<file path="config.mk">
export PLATFORM = sky130hd
export DESIGN_NAME = bayer_mosaic
export DESIGN_NICKNAME = d
export VERILOG_FILES = /design/src/rtl/bayer_mosaic.sv
export SDC_FILE = /design/constraint.sdc
export NUM_CORES = 1
export LEC_CHECK = 0
export ABC_CLOCK_PERIOD_IN_PS = 4800
export BUFFER_PORTS_ARGS = -buffer_cell sky130_fd_sc_hd__buf_2
export CAP_MARGIN = 20
export CELL_PAD_IN_SITES_DETAIL_PLACEMENT = 1
export CELL_PAD_IN_SITES_GLOBAL_PLACEMENT = 1
export CORE_UTILIZATION = 30
export DETAILED_ROUTE_END_ITERATION = 7
export GPL_ROUTABILITY_DRIVEN = 0
export PLACE_DENSITY = 0.61
export SYNTH_ARGS = -nofsm -noshare
export SYNTH_HDL_FRONTEND = slang
export SYNTH_SLANG_ARGS = --single-unit
</file>
<file path="constraint.sdc">
create_clock -name clk -period 4.8 [get_ports clk]
set_clock_uncertainty 0.1 [all_clocks]
set_input_delay 0 -clock clk [delete_from_list [all_inputs] [get_ports clk]]
set_output_delay 0 -clock clk [all_outputs]
set_load 0.02 [all_outputs]
</file>
<file path="src/rtl/bayer_mosaic.sv">
// bayer_mosaic: reads the R/G/B plane memories in raster order and emits one Bayer sample per pixel over valid/ready.
// Defining FRAME_MARK_EN adds out_sof/out_eol markers that travel through the output FIFO with each sample.
//
// state | meaning
// IDLE  | waiting for start; no reads outstanding, output FIFO empty
// RUN   | issuing plane reads and streaming samples
// FIN   | last sample accepted; done pulses for this one cycle
module bayer_mosaic #(
    parameter int DW = 8,
    parameter int XW = 7,
    parameter int YW = 7
) (
    input  logic             clk,
    input  logic             reset,
    input  logic             start,
    output logic             rd_r,
    output logic [XW+YW-1:0] addr_r,
    input  logic [DW-1:0]    rdata_r,
    output logic             rd_g,
    output logic [XW+YW-1:0] addr_g,
    input  logic [DW-1:0]    rdata_g,
    output logic             rd_b,
    output logic [XW+YW-1:0] addr_b,
    input  logic [DW-1:0]    rdata_b,
    output logic             out_valid,
    input  logic             out_ready,
    output logic [DW-1:0]    data_out,
`ifdef FRAME_MARK_EN
    output logic             out_sof,
    output logic             out_eol,
`endif
    output logic             busy,
    output logic             done
);

    localparam int AW = XW + YW;
`ifdef FRAME_MARK_EN
    localparam int MW = DW + 2;
`else
    localparam int MW = DW;
`endif
    localparam logic [AW:0] FRAME_N  = {1'b1, {AW{1'b0}}};
    localparam logic [AW:0] LAST_CNT = FRAME_N - 1'b1;

    localparam logic [1:0] CH_R = 2'd0;
    localparam logic [1:0] CH_G = 2'd1;
    localparam logic [1:0] CH_B = 2'd2;

    typedef enum logic [1:0] {
        IDLE = 2'd0,
        RUN  = 2'd1,
        FIN  = 2'd2
    } state_t;

    state_t        state;
    logic [AW:0]   p;
    logic [AW:0]   cnt;
    logic [1:0]    rd_ch;
    logic [1:0]    ret_ch;
    logic          ret_v;
`ifdef FRAME_MARK_EN
    logic          rd_sof, rd_eol;
    logic          ret_sof, ret_eol;
`endif
    logic [MW-1:0] fifo_mem [2];
    logic          wptr;
    logic          rptr;
    logic [1:0]    count;

    logic [DW-1:0] ret_data;
    logic [MW-1:0] ret_word;
    logic [MW-1:0] out_word;
    logic          rd_any;
    logic          pop;
    logic          bypass;
    logic          push;
    logic          fifo_pop;
    logic [1:0]    count_next;
    logic [2:0]    credit_use;
    logic          issue_ok;
    logic          iss_en;
    logic [AW-1:0] iss_addr;
    logic [1:0]    iss_ch;
    logic          last_hs;

    always_comb begin
        rd_any = rd_r | rd_g | rd_b;
        case (ret_ch)
            CH_R:    ret_data = rdata_r;
            CH_B:    ret_data = rdata_b;
            default: ret_data = rdata_g;
        endcase
`ifdef FRAME_MARK_EN
        ret_word = {ret_sof, ret_eol, ret_data};
`else
        ret_word = ret_data;
`endif
        // Returning data bypasses the empty FIFO so the first sample appears two cycles after start.
        out_valid = (count != 2'd0) | ret_v;
        if (count != 2'd0)
            out_word = fifo_mem[rptr];
        else if (ret_v)
            out_word = ret_word;
        else
            out_word = '0;

        pop        = out_valid & out_ready;
        bypass     = pop & (count == 2'd0);
        push       = ret_v & ~bypass;
        fifo_pop   = pop & (count != 2'd0);
        count_next = count + {1'b0, push} - {1'b0, fifo_pop};

        // The read on the bus now lands next cycle, so it already holds a credit.
        credit_use = {1'b0, count_next} + {2'b00, rd_any};
        issue_ok   = (state == RUN) & ~p[AW] & (credit_use < 3'd2);
        iss_en     = ((state == IDLE) & start) | issue_ok;
        iss_addr   = (state == IDLE) ? '0 : p[AW-1:0];

        if (iss_addr[0] & ~iss_addr[XW])
            iss_ch = CH_R;
        else if (~iss_addr[0] & iss_addr[XW])
            iss_ch = CH_B;
        else
            iss_ch = CH_G;

        last_hs = pop & (cnt == LAST_CNT);
    end

    assign data_out = out_word[DW-1:0];
`ifdef FRAME_MARK_EN
    assign out_sof  = out_word[DW+1];
    assign out_eol  = out_word[DW];
`endif

    always_ff @(posedge clk or negedge reset) begin
        if (!reset) begin
            state       <= IDLE;
            p           <= '0;
            cnt         <= '0;
            rd_r        <= 1'b0;
            rd_g        <= 1'b0;
            rd_b        <= 1'b0;
            addr_r      <= '0;
            addr_g      <= '0;
            addr_b      <= '0;
            rd_ch       <= CH_G;
            ret_ch      <= CH_G;
            ret_v       <= 1'b0;
`ifdef FRAME_MARK_EN
            rd_sof      <= 1'b0;
            rd_eol      <= 1'b0;
            ret_sof     <= 1'b0;
            ret_eol     <= 1'b0;
`endif
            fifo_mem[0] <= '0;
            fifo_mem[1] <= '0;
            wptr        <= 1'b0;
            rptr        <= 1'b0;
            count       <= 2'd0;
            busy        <= 1'b0;
            done        <= 1'b0;
        end else begin
            rd_r   <= 1'b0;
            rd_g   <= 1'b0;
            rd_b   <= 1'b0;
            done   <= 1'b0;
            ret_v  <= rd_any;
            ret_ch <= rd_ch;
`ifdef FRAME_MARK_EN
            ret_sof <= rd_sof;
            ret_eol <= rd_eol;
`endif
            if (push) begin
                fifo_mem[wptr] <= ret_word;
                wptr           <= ~wptr;
            end
            if (fifo_pop)
                rptr <= ~rptr;
            count <= count_next;

            if (iss_en) begin
                rd_ch <= iss_ch;
`ifdef FRAME_MARK_EN
                rd_sof <= (iss_addr == '0);
                rd_eol <= &iss_addr[XW-1:0];
`endif
                case (iss_ch)
                    CH_R: begin
                        rd_r   <= 1'b1;
                        addr_r <= iss_addr;
                    end
                    CH_B: begin
                        rd_b   <= 1'b1;
                        addr_b <= iss_addr;
                    end
                    default: begin
                        rd_g   <= 1'b1;
                        addr_g <= iss_addr;
                    end
                endcase
            end

            case (state)
                IDLE: begin
                    if (start) begin
                        state <= RUN;
                        busy  <= 1'b1;
                        p     <= {{AW{1'b0}}, 1'b1};
                        cnt   <= '0;
                    end
                end
                RUN: begin
                    if (issue_ok)
                        p <= p + 1'b1;
                    if (pop)
                        cnt <= cnt + 1'b1;
                    if (last_hs) begin
                        state <= FIN;
                        busy  <= 1'b0;
                        done  <= 1'b1;
                    end
                end
                FIN:     state <= IDLE;
                default: state <= IDLE;
            endcase
        end
    end

endmodule

</file>
==> reports/metrics.csv <==
stage,metric,value,unit
sta,Slew @ Worst Pin,0.975,ns
global_routing,gr usage total,0.161,
global_routing,largest net degree at the start of global routing,65,
sta,Final Hold Vio Count,0,
global_routing,initial antenna violation count,0,
sta,TNS Setup,0,ns
setup_path,critical path cell sequence,nor2_1 > buf_4 > a21bo_2 > ha_1 > inv_1 > ha_1 > xnor3_1 > and3_1 > o21ai_2 > mux2_2,
job,max-cap viol count,0,
final_layout,final core utilization,0.370,
power_and_ir_drop,VDD IR max,0.000277,V
placement,IO buf count,83,
routing,vias per inst,5.16,
clocking,clock sink count,104,
final_layout,post-route cell area,5650,sq um
logic_synthesis,Area contributors post-synth,"dfrtp_1 54%, a22o_1 6.9%, mux2_2 5.5%, mux2i_1 4.7%, nand3_1 2.5%",
sta,RSZ-0062 raised after global routing,false,
logic_synthesis,Mean Syn Cell Area,11.6,sq um
run_status,run status,"finished, final reports clean",
logic_synthesis,Post-synth EDFFs,0,
logic_synthesis,Cells after Synth,407,
setup_path,CP most frequent cell,ha_1,
routing,via count,3611,
setup_path,CP arrival,3.49,ns
routing,routed len/inst,17.7,um
power_and_ir_drop,LEAKAGE,2.71,nW
logic_synthesis,ys flop type,dfrtp_1,
logic_synthesis,"flops & latches, synth",104,
routing,Post-route DRC,0,
final_layout,fin nets,519,
setup_path,required time of the worst setup path,4.93,ns
sta,Final Critical Period,3.36,ns
clocking,depth of the CTS H-tree,3,
placement,DPL Wire Length,8700,um
final_layout,Antenna Cells,0,
clocking,number of buffers added for setup after CTS,0,
placement,Post-Place Cells,682,
die,Die Width,127,um
sta,Final Cycle Share,0.700,
setup_path,endpoint class of the critical path,flop,
logic_synthesis,ys async rst share,1.00,
clocking,clk_lat worst skew,0.35,ns
min_path,worst hold-check path type,in -> reg,
placement,placed inst area,5330,sq um
global_routing,first-pass GRT wire length,20500,um
routing,drt first pass iters,4,
setup_path,Top Family by Delay on Critical Path,compound AO/OA/AOI/OAI gates,
routing,"wirelength, routed",12400,um
logic_synthesis,post-synth top area cell,dfrtp_1,
logic_synthesis,Yosys cell types,50,
logic_synthesis,post-synth net total,442,
setup_path,CP Max Fanout,19,
logic_synthesis,register area share after synthesis,0.552,
setup_path,CP startpoint kind,flop,
logic_synthesis,cell with the most instances after synthesis,dfrtp_1,
sta,final setup vio count,0,
setup_path,CP bufs+invs,2,
die,core footprint,15300,sq um
clocking,clock tree root buffer cell,clkbuf_16,
logic_synthesis,mapped cell area,4720,sq um
setup_path,crit-path max cell delay,0.77,ns
sta,WHS,0.0193,ns
routing,post-route ant nets,0,
routing,Starting DRT DRC Count,175,
final_layout,layout cell share with drive strength beyond 1,0.282,
die,Initial Util,0.309,
setup_path,kind of critical path,reg -> reg,
logic_synthesis,yosys warns,0,
die,Die H,127,um
sta,Rel. slew slack,0.345,
global_routing,vias in the first global route,3926,
sta,FMAX,298,MHz
logic_synthesis,Synth top cells by count,"102 x dfrtp_1, 37 x a22o_1, 32 x nand2_1",
clocking,Max clock buf depth,2,
power_and_ir_drop,pwr dens,603,nW/um^2
clocking,CTS tree,done,
logic_synthesis,Yosys top cell area share,0.541,
die,Rows,45,
sta,Max Slew Vio Count,0,
die,I/O pins,84,
global_routing,GRT Residual Overflow,0,
die,die area,16200,sq um
final_layout,Layout area overhead,19.6,%
clocking,CTS Buf Count,9,
final_layout,Finished Layout Cells,700,
setup_path,Crit-path slowest cell,o21ai_2,
clocking,clock transition at the registers of the reported paths,0.07,ns
-- area by class of cell --
| cell class | count | area (sq um) |
|---|---|---|
| fillers | 1705 | 9610 |
| flip-flops and latches | 104 | 2610 |
| multi-input cells | 270 | 1980 |
| repair buffers | 88 | 460 |
| well taps | 211 | 264 |
| clock buffers | 11 | 253 |
| clock inverters | 5 | 47.5 |
| inverters | 11 | 41.3 |
-- worst paths after layout --
check	from	endpoint	slack, ns	depth (start not counted)
hold reg to reg	rd_ch[0]	ret_ch[0]	0.27	0
hold / removal	rdata_g[2]	fifo_mem[2]	0.02	4
max in group asynchronous	reset	addr_b[10]	3.32	3
setup / recovery	count[1]	addr_g[7]	1.44	10
setup reg to reg	count[1]	addr_g[7]	1.44	10
min in group asynchronous	reset	fifo_mem[12]	0.19	2
-- metrics by stage --
step,setup WS [ns],total power (W)
floorplan,2.07,0.00229
global placement,1.56,0.00266
detailed placement,1.42,0.00271
CTS,1.41,0.00345
global route,1.24,0.00364
finish,1.44,0.00341
-- timing repair --
item                      4_1_cts  5_1_grt
gates resized for setup         0        0
hold endpoints to repair       63        0
hold buffers                    2        0
-- state kept, by name, summed over array words and instances, names as in the netlist, 2 cells and up --
| register | cells |
|---|---|
| addr_b | 14 |
| addr_g | 14 |
| addr_r | 14 |
| cnt | 15 |
| count | 2 |
| fifo_mem | 16 |
| p | 15 |
| rd_ch | 2 |
| ret_ch | 2 |
| state | 2 |
-- power breakdown --
part / total, W / switching (W) / internal [W]
clock: 0.000735 / 0.000344 / 0.000391
combinational: 0.00135 / 0.000844 / 0.000503
sequential: 0.00132 / 0.000220 / 0.00110
total: 0.00341 / 0.00141 / 0.00200
-- worst min-delay path, cell delays in order --
cell	delay, ns
buf_2	0.07
nand2_1	0.03
o21ai_0	0.14
mux2_2	0.17
-- kinds of logic after synthesis --
| family | count (synthesis) | synth area share |
|---|---|---|
| AO/OA/AOI/OAI | 91 | 0.145 |
| XOR/XNOR | 8 | 0.0178 |
| adder cells (fa/ha/maj) | 7 | 0.0186 |
| buffers and inverters | 33 | 0.0294 |
| flip-flops | 104 | 0.552 |
| multiplexers | 45 | 0.102 |
| AND/OR/NAND/NOR | 119 | 0.136 |
-- metal layers --
metal | wire length (um) | GRT usage
met4 | 142 | 0.0462
met5 | 0 | 0
met1 | 5930 | 0.216
met2 | 5830 | 0.265
met3 | 517 | 0.0322
-- placed cells by master (no fill, tap or decap), types with 2 or more instances in the layout --
cell           synthesis  layout
a211o_1                2       2
a21oi_1                6       6
a22o_1                37      37
a32o_1                 2       2
and2_1                 4       4
and3_1                 2       2
and4_1                 3       3
buf_2                  8      82
buf_4                  1       4
clkbuf_16              0       9
clkbuf_8               0       2
dfrtp_1              102     102
dfstp_2                2       2
dlygate4sd3_1          0       2
ha_1                   7       7
inv_1                 11      11
inv_8                  0       2
mux2_2                23      23
mux2i_1               22      22
nand2_1               32      32
nand2b_1               3       3
nand3_1               24      24
nand4_1                6       6
nor2_1                15      15
nor3_1                 7       7
nor4_1                 4       4
nor4b_1                2       2
o211ai_1               2       2
o21ai_0               22      22
o21ai_2                3       3
o311ai_0               4       4
o31ai_1                5       5
o41ai_1                4       4
or3_1                  4       4
or4_1                  3       3
xnor2_1                5       5
xor2_1                 2       2
No activity file was read; power rests on OpenSTA's default activity.
